===== config.mk =====
export PLATFORM = sky130hd
export DESIGN_NAME = rep_detect_flat
export DESIGN_NICKNAME = d
export VERILOG_FILES = /design/src/rtl/rep_detect_if.sv /design/src/rtl/rep_detect.sv /design/src/flat_wrapper.sv
export SDC_FILE = /design/constraint.sdc
export NUM_CORES = 1
export LEC_CHECK = 0
export BUFFER_PORTS_ARGS = -buffer_cell sky130_fd_sc_hd__buf_2
export CAP_MARGIN = 20
export CORE_ASPECT_RATIO = 0.7
export CORE_UTILIZATION = 56
export CTS_CLUSTER_SIZE = 20
export DETAILED_ROUTE_END_ITERATION = 10
export PLACE_DENSITY = 0.78
export SLEW_MARGIN = 10
export SYNTH_ARGS = -nofsm -noshare
export SYNTH_HDL_FRONTEND = slang
export SYNTH_SLANG_ARGS = --single-unit

===== constraint.sdc =====
create_clock -name clk -period 6.6 [get_ports clk]
set_input_delay 0.99 -clock clk [delete_from_list [all_inputs] [get_ports clk]]
set_output_delay 0.99 -clock clk [all_outputs]
set_load 0.01 [all_outputs]

===== src/rtl/rep_detect_if.sv =====
// rep_detect_if: configuration, upstream group and downstream beat signals
// for rep_detect.
//   configure, num_groups      : load the group count and start
//   data_in, valid_in          : one group of GROUP_SIZE values per transfer
//   avail_out                  : rep_detect can accept a group this cycle
//   data_out, valid_out        : one {matrix, value} beat per unique value
//   avail_in                   : downstream can take a beat this cycle
//   saved_count                : beats skipped for repeats (REP_DETECT_STATS_EN only)
// Modports: master = the environment around the block, slave = rep_detect.
interface rep_detect_if #(
    parameter int GROUP_SIZE     = 4,
    parameter int DATA_WIDTH     = 16,
    parameter int LOG_MAX_GROUPS = 16
);
    localparam int OUTPUT_WIDTH = DATA_WIDTH + GROUP_SIZE * GROUP_SIZE;

    logic                             configure;
    logic [LOG_MAX_GROUPS-1:0]        num_groups;
    logic [GROUP_SIZE*DATA_WIDTH-1:0] data_in;
    logic                             valid_in;
    logic                             avail_out;
    logic [OUTPUT_WIDTH-1:0]          data_out;
    logic                             valid_out;
    logic                             avail_in;
`ifdef REP_DETECT_STATS_EN
    logic [31:0]                      saved_count;

    modport master (output configure, num_groups, data_in, valid_in, avail_in,
                    input  avail_out, data_out, valid_out, saved_count);
    modport slave  (input  configure, num_groups, data_in, valid_in, avail_in,
                    output avail_out, data_out, valid_out, saved_count);
`else
    modport master (output configure, num_groups, data_in, valid_in, avail_in,
                    input  avail_out, data_out, valid_out);
    modport slave  (input  configure, num_groups, data_in, valid_in, avail_in,
                    output avail_out, data_out, valid_out);
`endif
endinterface


===== src/rtl/rep_detect.sv =====
// rep_detect: builds the GROUP_SIZE x GROUP_SIZE repetition matrix for each
// group and emits one {matrix, value} beat per unique value, so the grouping
// stage downstream never repeats work for duplicated values.
// Ports:
//   clk  : clock
//   rst  : synchronous active-high reset
//   bus  : rep_detect_if.slave (configure/num_groups, data_in/valid_in/
//          avail_out, data_out/valid_out/avail_in)
// Optional: define REP_DETECT_STATS_EN to add bus.saved_count, a saturating
// count of beats skipped because of repeated values.
//
// state | meaning
// IDLE  | waiting for configure
// LOAD  | avail_out high, waiting for a group
// CMP   | compare latched elements, register matrix and pending mask
// EMIT  | send one beat per pending (unique) element
module rep_detect #(
    parameter int GROUP_SIZE     = 4,
    parameter int LOG_GROUP_SIZE = 2,
    parameter int DATA_WIDTH     = 16,
    parameter int LOG_MAX_GROUPS = 16
) (
    input  logic         clk,
    input  logic         rst,
    rep_detect_if.slave  bus
);
    localparam int REP_INFO = GROUP_SIZE * GROUP_SIZE;

    typedef enum logic [1:0] {IDLE, LOAD, CMP, EMIT} state_t;

    state_t                    state_q, state_d;
    logic [DATA_WIDTH-1:0]     elem_q [GROUP_SIZE];
    logic [REP_INFO-1:0]       matrix_q, matrix_c;
    logic [GROUP_SIZE-1:0]     pending_q, pending_clr, diag_c;
    logic [LOG_MAX_GROUPS-1:0] count_q;
    logic [LOG_GROUP_SIZE-1:0] sel_c;
    logic                      accept, xfer, last_beat;

    // Row r is populated only for the first occurrence of its value; later
    // duplicates get an all-zero row and no diagonal bit.
    always_comb begin
        matrix_c = '0;
        diag_c   = '0;
        for (int r = 0; r < GROUP_SIZE; r++) begin
            diag_c[r] = 1'b1;
            for (int j = 0; j < GROUP_SIZE; j++) begin
                if (j < r && elem_q[j] == elem_q[r]) diag_c[r] = 1'b0;
            end
            for (int i = 0; i < GROUP_SIZE; i++) begin
                matrix_c[r*GROUP_SIZE+i] = diag_c[r] && (elem_q[i] == elem_q[r]);
            end
        end
    end

    // Lowest pending index is the next beat.
    always_comb begin
        sel_c = '0;
        for (int k = GROUP_SIZE - 1; k >= 0; k--) begin
            if (pending_q[k]) sel_c = LOG_GROUP_SIZE'(k);
        end
        pending_clr        = pending_q;
        pending_clr[sel_c] = 1'b0;
        last_beat          = (pending_clr == '0);
    end

    assign bus.data_out = {matrix_q, elem_q[sel_c]};

    always_ff @(posedge clk) begin
        if (rst) state_q <= IDLE;
        else     state_q <= state_d;
    end

    always_comb begin
        state_d       = state_q;
        bus.avail_out = 1'b0;
        bus.valid_out = 1'b0;
        accept        = 1'b0;
        case (state_q)
            IDLE: begin
                if (bus.configure && bus.num_groups != '0) state_d = LOAD;
            end
            LOAD: begin
                bus.avail_out = 1'b1;
                accept        = bus.valid_in && !bus.configure;
                if (accept) state_d = CMP;
            end
            CMP: state_d = EMIT;
            EMIT: begin
                bus.valid_out = (pending_q != '0) && bus.avail_in && !bus.configure;
                if (bus.valid_out && last_beat)
                    state_d = (count_q == LOG_MAX_GROUPS'(1)) ? IDLE : LOAD;
            end
            default: state_d = IDLE;
        endcase
        // configure aborts whatever is in flight and restarts from the new count
        if (bus.configure) state_d = (bus.num_groups != '0) ? LOAD : IDLE;
    end

    assign xfer = bus.valid_out;

    always_ff @(posedge clk) begin
        if (rst) begin
            for (int i = 0; i < GROUP_SIZE; i++) elem_q[i] <= '0;
            matrix_q  <= '0;
            pending_q <= '0;
            count_q   <= '0;
        end else if (bus.configure) begin
            count_q   <= bus.num_groups;
            pending_q <= '0;
        end else begin
            if (accept) begin
                for (int i = 0; i < GROUP_SIZE; i++)
                    elem_q[i] <= bus.data_in[i*DATA_WIDTH +: DATA_WIDTH];
            end
            if (state_q == CMP) begin
                matrix_q  <= matrix_c;
                pending_q <= diag_c;
            end
            if (xfer) begin
                pending_q <= pending_clr;
                if (last_beat) count_q <= count_q - LOG_MAX_GROUPS'(1);
            end
        end
    end

`ifdef REP_DETECT_STATS_EN
    logic [31:0] saved_q, saved_inc;
    logic [32:0] saved_sum;

    always_comb begin
        saved_inc = '0;
        for (int r = 0; r < GROUP_SIZE; r++) begin
            if (!diag_c[r]) saved_inc = saved_inc + 32'd1;
        end
        saved_sum = {1'b0, saved_q} + {1'b0, saved_inc};
    end

    always_ff @(posedge clk) begin
        if (rst || bus.configure)  saved_q <= '0;
        else if (state_q == CMP)   saved_q <= saved_sum[32] ? '1 : saved_sum[31:0];
    end

    assign bus.saved_count = saved_q;
`endif
endmodule


===== src/flat_wrapper.sv =====
// flat-port wrapper written by rule: the top's interface ports become plain ports
module rep_detect_flat 
#(
    parameter int GROUP_SIZE     = 4,
    parameter int LOG_GROUP_SIZE = 2,
    parameter int DATA_WIDTH     = 16,
    parameter int LOG_MAX_GROUPS = 16
)
  (clk, rst, bus_configure, bus_num_groups, bus_data_in, bus_valid_in, bus_avail_in, bus_avail_out, bus_data_out, bus_valid_out);
  rep_detect_if #(.GROUP_SIZE(GROUP_SIZE), .DATA_WIDTH(DATA_WIDTH), .LOG_MAX_GROUPS(LOG_MAX_GROUPS)) bus_i ();
  input  logic clk;
  input  logic rst;
  input wire logic [$bits(bus_i.configure)-1:0] bus_configure;
  input wire logic [$bits(bus_i.num_groups)-1:0] bus_num_groups;
  input wire logic [$bits(bus_i.data_in)-1:0] bus_data_in;
  input wire logic [$bits(bus_i.valid_in)-1:0] bus_valid_in;
  input wire logic [$bits(bus_i.avail_in)-1:0] bus_avail_in;
  output wire logic [$bits(bus_i.avail_out)-1:0] bus_avail_out;
  output wire logic [$bits(bus_i.data_out)-1:0] bus_data_out;
  output wire logic [$bits(bus_i.valid_out)-1:0] bus_valid_out;
  assign bus_i.configure = bus_configure;
  assign bus_i.num_groups = bus_num_groups;
  assign bus_i.data_in = bus_data_in;
  assign bus_i.valid_in = bus_valid_in;
  assign bus_i.avail_in = bus_avail_in;
  assign bus_avail_out = bus_i.avail_out;
  assign bus_data_out = bus_i.data_out;
  assign bus_valid_out = bus_i.valid_out;
  rep_detect #(.GROUP_SIZE(GROUP_SIZE), .LOG_GROUP_SIZE(LOG_GROUP_SIZE), .DATA_WIDTH(DATA_WIDTH), .LOG_MAX_GROUPS(LOG_MAX_GROUPS)) u_core (.clk(clk), .rst(rst), .bus(bus_i));
endmodule

==> flow_summary.ini, run 1 <==
[worst_setup_path]
setup.worst_path.start_class = register
cp.required_ps = 5610
critPathKind = register to primary output
cp_max_fo = 23
end_kind = primary output
worst_ep_arrival_time_ps = 3000

[power_and_ir_drop]
peakVddDrop_uv = 126
p_leak_nw = 2.59
power_switching_w = 0.000420
switching_share = 0.278
pwr-share-seq = 0.503
pwr-share-comb = 0.142
power.share.clock = 0.355
p_per_area_mw_per_mm2 = 218
intPower_w = 0.00109

[clock_network]
cts_made_buffers = 9
cts.clk_slew.worst_paths_ps = 70
ctsRootBufferMaster = clkbuf_16
clock-sinks = 101
clk_latency_ps = 350
cts_buffer_depth = 2
cts_hold_buf = 0
postCtsSetupBuffers = 0
cts_tree = yes
htreeDepth = 3
post_cts_resized = 0

[routing]
vias = 4848
viasPerCell = 5.91
final_antenna_net_count = 0
drt-total-wl_mm = 15.8
drt-wirelength-per-cell_um = 19.3
drt_first_pass_iters = 8
drc = 0
drt_iter0_markers = 347

[placement]
dp.cells = 804
dp_hpwl_mm = 11.6
pre_cts_ws_ps = 2900
port_buffers = 117
gp_congestion = 0.905

[yosys]
ys_types = 56
netlist_instances = 577
synth_area_leaders = edfxtp_1 (32%), dfxtp_1 (12%), xnor2_1 (12%), and2_1 (7.3%), mux2i_1 (5.7%)
synth.avg_cell_area_um2 = 10.3
yosysTopAreaCellShare = 0.324
yosys.area.top_type = edfxtp_1
mappedNetlistNets = 669
syn_area_mm2 = 0.00594
ys_seq_area_frac = 0.448
synth-async-reset-ratio = 0
yosys_register_bits = 101
synth_edf_count = 64
yosys_most_used_dff = edfxtp_1
ys_warn_count = 0

[die]
start_util = 0.576
pin_count = 119
rows = 31
core-area_mm2 = 0.0103
die_x_um = 125
dieArea_mm2 = 0.0110
dieHeight_um = 88.2

[global_routing]
grt_usage = 0.294
grt_pass1_vias = 4621
grt_max_degree = 65
antenna_found_initial = 0
grt_overflow = 0
grt_pass1_wl_mm = 24.4

[sta]
skew_ps = 9.07
fin_crit_sh = 0.605
period_needed_ps = 3990
fmax_mhz = 251
maxSlewHeadroom = 0.324
setup_viol = 0
tns_ps = 0
worst_pin_slew_ps = 1010
slew_viol_final = 0
worst_slack_ps = 2610
rsz0062_at_grt = false
hold_viol = 0

[layout]
layout_commonest_cell = buf_2
nets = 775
layout-drive-gt1-share = 0.247
finalNonFillerCells = 820
layout_common_cells = buf_2 (117), xnor2_1 (81), and2_1 (69)
area_delta_synth_final_pct = 16.7
antenna_cells = 0

[min_path]
hp-class = register to register

[flow_run]
maxCapViolCount = 0

[run_status]
status = finished, final reports clean
## through the flow
step | total power, W | instance area [um^2] | hold WS (ps) | utilization
finish | 0.00151 | 6930 | 454 | 0.672
global route | 0.00157 | 6930 | 484 | 0.672
CTS | 0.00151 | 6930 | 455 | 0.672
detailed placement | 0.000986 | 6630 | 439 | 0.643
global placement | 0.000979 | 6630 | 435 | 0.643
floorplan | 0.000903 | 5940 | 475 | -
## critical path, stage by stage (launching register included)
cell      delay [ps]
dfxtp_1          640
nand2b_1         340
a21oi_2          520
buf_4            330
mux2i_1          260
mux2i_1          130
o221a_2          290
buf_2            140
## registers in the layout, indices dropped and copies added (netlist names)
name,flops
u_core.state_q,2
u_core.elem_q,64
u_core.pending_q,4
u_core.matrix_q,15
u_core.count_q,16
## power by group through the flow
stage	Combinational (W)	Sequential (W)	Clock, W
CTS	0.000215	0.000760	0.000540
floorplan	0.000145	0.000758	0
global placement	0.000208	0.000772	0
detailed placement	0.000212	0.000773	0
global route	0.000236	0.000765	0.000569
finish	0.000214	0.000762	0.000537
## cells by family (layout without fill, tap and decap cells)
logic type               count (synthesis)  after routing  synth area share
buffers and inverters                   35            146            0.0232
AO/OA/AOI/OAI                           81             81             0.107
AND/OR/NAND/NOR                        218            218             0.201
multiplexers                            35             35            0.0592
adder cells (fa/ha/maj)                  7              7            0.0147
XOR/XNOR                                99             99             0.146
other                                    1              1          0.000631
flip-flops                             101            101             0.448
## path summary, 6_finish.rpt
path | from | end | slack (ps) | depth (start not counted)
max | u_core.pending_q[2] | bus_data_out[5] | 2610 | 7
min | u_core.matrix_q[12] | u_core.matrix_q[12] | 450 | 1
max reg2reg | u_core.pending_q[2] | u_core.count_q[4] | 3280 | 5
min reg2reg | u_core.matrix_q[12] | u_core.matrix_q[12] | 450 | 1
## synth_stat cells (2+ instances only)
cell,n
ha_1,7
edfxtp_1,64
mux2i_1,34
a211oi_1,2
inv_1,8
nor2b_1,2
nand3b_1,2
xor2_1,18
nor2_1,36
o21ai_0,4
or3_2,3
nand2b_1,2
dfxtp_1,37
a2bb2oi_1,2
a31oi_1,9
or4_1,2
buf_2,2
nand4_1,22
nor3_1,3
o2111ai_1,2
a21oi_1,14
clkbuf_1,20
o221a_2,16
o31ai_1,3
buf_1,3
nor4_1,14
or2_2,6
and2_1,69
xnor2_1,81
or3_1,4
a21o_1,2
o211a_1,2
o211ai_1,9
nand2_1,42
o21a_1,3
nand3_1,4
o311ai_0,5
## final cells by class
cell class                      count  area (um^2)
Clock inverter                      6         60.1
Timing Repair Buffer              121          616
Clock buffer                       10          239
Tap cell                          132          165
Fill cell                         847         3380
Sequential cell                   101         2660
Inverter                            9         33.8
Multi-Input combinational cell    441         3160
## per-layer routing
metal	global-route usage	routed length, um
met1	0.407	7280
met2	0.465	7070
met3	0.0654	1220
met4	0.0865	257
met5	0	0
Power figures use the tool's default switching activity.
==> run 2: changes to the inputs <==
==> constraint.sdc (replaced) <==
create_clock -name clk -period 4.16 [get_ports clk]
set_input_delay 0.624 -clock clk [delete_from_list [all_inputs] [get_ports clk]]
set_output_delay 0.624 -clock clk [all_outputs]
set_load 0.01 [all_outputs]
==> run 2 against run 1 <==
The run now ends with DRC left. Largest cell class unchanged. Highest routed layer unchanged. Sequential power rose by 59%. Register-to-register slack got worse by 1900 ps. Hold slack worse by 3.2 ps.
==> flow_summary.ini, run 2 (synthesis gave the netlist of run 1 again) <==
[power_and_ir_drop]
peakVddDrop_uv = 225
power.share.clock = 0.349
pwr-share-comb = 0.143
power_switching_w = 0.000661
pwr-share-seq = 0.508
p_leak_nw = 2.60
intPower_w = 0.00172
switching_share = 0.278
p_per_area_mw_per_mm2 = 342

[clock_network]
post_cts_resized = 0
clock-sinks = 101
cts_tree = yes
clk_latency_ps = 350
cts_hold_buf = 0
postCtsSetupBuffers = 0
cts.clk_slew.worst_paths_ps = 70
htreeDepth = 3
ctsRootBufferMaster = clkbuf_16
cts_made_buffers = 9
cts_buffer_depth = 2

[routing]
drt_iter0_markers = 332
vias = 4763
drt-total-wl_mm = 15.3
drt-wirelength-per-cell_um = 18.6
drc = 14
final_antenna_net_count = 0
drt_first_pass_iters = 8
viasPerCell = 5.79

[die]
pin_count = 119
start_util = 0.576
rows = 31
dieArea_mm2 = 0.0110
dieHeight_um = 88.2
core-area_mm2 = 0.0103
die_x_um = 125

[sta]
skew_ps = 10.2
worst_hold_slack_ps = 451
worst_pin_slew_ps = 935
maxSlewHeadroom = 0.376
setup_viol = 0
tns_ps = 0
fmax_mhz = 305
fin_crit_sh = 0.789
slew_viol_final = 0
rsz0062_at_grt = false
hold_viol = 0
worst_slack_ps = 879
period_needed_ps = 3280

[placement]
dp_hpwl_mm = 11.5
pre_cts_ws_ps = 1200
postPlaceCellArea_mm2 = 0.00666
gp_congestion = 0.882
port_buffers = 117

[worst_setup_path]
cp.required_ps = 3540
cp_max_fo = 23
end_kind = primary output
critPathKind = register to primary output
r2r_setup_slack_ps = 1420
setup.worst_path.start_class = register
worstRegToRegCells = 5
worstReg2RegEnd = u_core.count_q[10]
worst_ep_arrival_time_ps = 2660
r2r-start = u_core.pending_q[0]

[layout]
layout-drive-gt1-share = 0.250
layout_commonest_cell = buf_2
area_delta_synth_final_pct = 16.9
final_area_mm2 = 0.00694
largest_reg_flops = 64
nets = 778
layout_common_cells = buf_2 (117), xnor2_1 (81), and2_1 (69)
top_register = u_core.elem_q
reg_top3 = u_core.elem_q: 64 flops, u_core.count_q: 16 flops, u_core.matrix_q: 15 flops
antenna_cells = 0

[global_routing]
grt_usage = 0.283
grt_overflow = 0
grt_pass1_vias = 4412
grt_pass1_wl_mm = 23.7
grt_max_degree = 41
antenna_found_initial = 0

[min_path]
hold_path_end = u_core.matrix_q[6]
hp-class = register to register
min-delay-start = u_core.matrix_q[6]
hold_depth = 2

[run_status]
failed_checks = DRC
status = finished, violations left

[flow_run]
maxCapViolCount = 0
-- run 2: cell types whose count changed in the layout (fill, tap and decap cells not counted), sizes merged --
cell    previous run  this run
buf              121       124
clkbuf            10         9
clkinv             1         2
-- run 2: power groups by stage --
stage | registers [W] | logic (W) | clock network (W)
floorplan | 0.00120 | 0.000231 | 0
global placement | 0.00122 | 0.000331 | 0
detailed placement | 0.00123 | 0.000338 | 0
CTS | 0.00120 | 0.000341 | 0.000844
global route | 0.00121 | 0.000375 | 0.000875
finish | 0.00121 | 0.000341 | 0.000830
-- run 2: layer usage --
| metal | share of wire | wire length (um) | vias to the layer above | track usage |
|---|---|---|---|---|
| met3 | 0.074 | 1140 | 19 | 0.0580 |
| met1 | 0.49 | 7410 | 2244 | 0.416 |
| met5 | 0 | 0 | - | 0 |
| li1 | - | - | 2296 | - |
| met2 | 0.43 | 6550 | 204 | 0.425 |
| met4 | 0.011 | 174 | 0 | 0.0765 |
-- run 2: layout make-up --
cell class	count	area [um^2]
multi-input combinational	441	3160
clock inverter	7	62.6
timing repair buffer	124	638
clock buffer	9	225
sequential	101	2660
inverter	9	33.8
tap	132	165
fill	812	3370
-- run 2: worst max-delay path by stage --
stage | from | end | slack [ps]
floorplan | bus_configure | u_core.elem_q[0][0] | 990
global placement | u_core.pending_q[2] | bus_data_out[15] | 1350
detailed placement | u_core.pending_q[2] | bus_data_out[15] | 1200
CTS | u_core.pending_q[2] | bus_data_out[15] | 850
global route | u_core.pending_q[2] | bus_data_out[15] | 710
finish | u_core.pending_q[2] | bus_data_out[15] | 880
-- run 2: worst max-delay path, cell delays in order (launching register included) --
cell,delay (ps)
dfxtp_1,940
nand2_1,710
o221a_2,520
buf_2,140
-- run 2: metrics by stage --
step            util  power (W)  std cells
6_report       0.673    0.00238        823
5_1_grt        0.673    0.00246        823
4_1_cts        0.673    0.00239        823
3_5_place_dp   0.645    0.00156        807
3_3_place_gp   0.645    0.00155        807
2_1_floorplan      -    0.00143        577
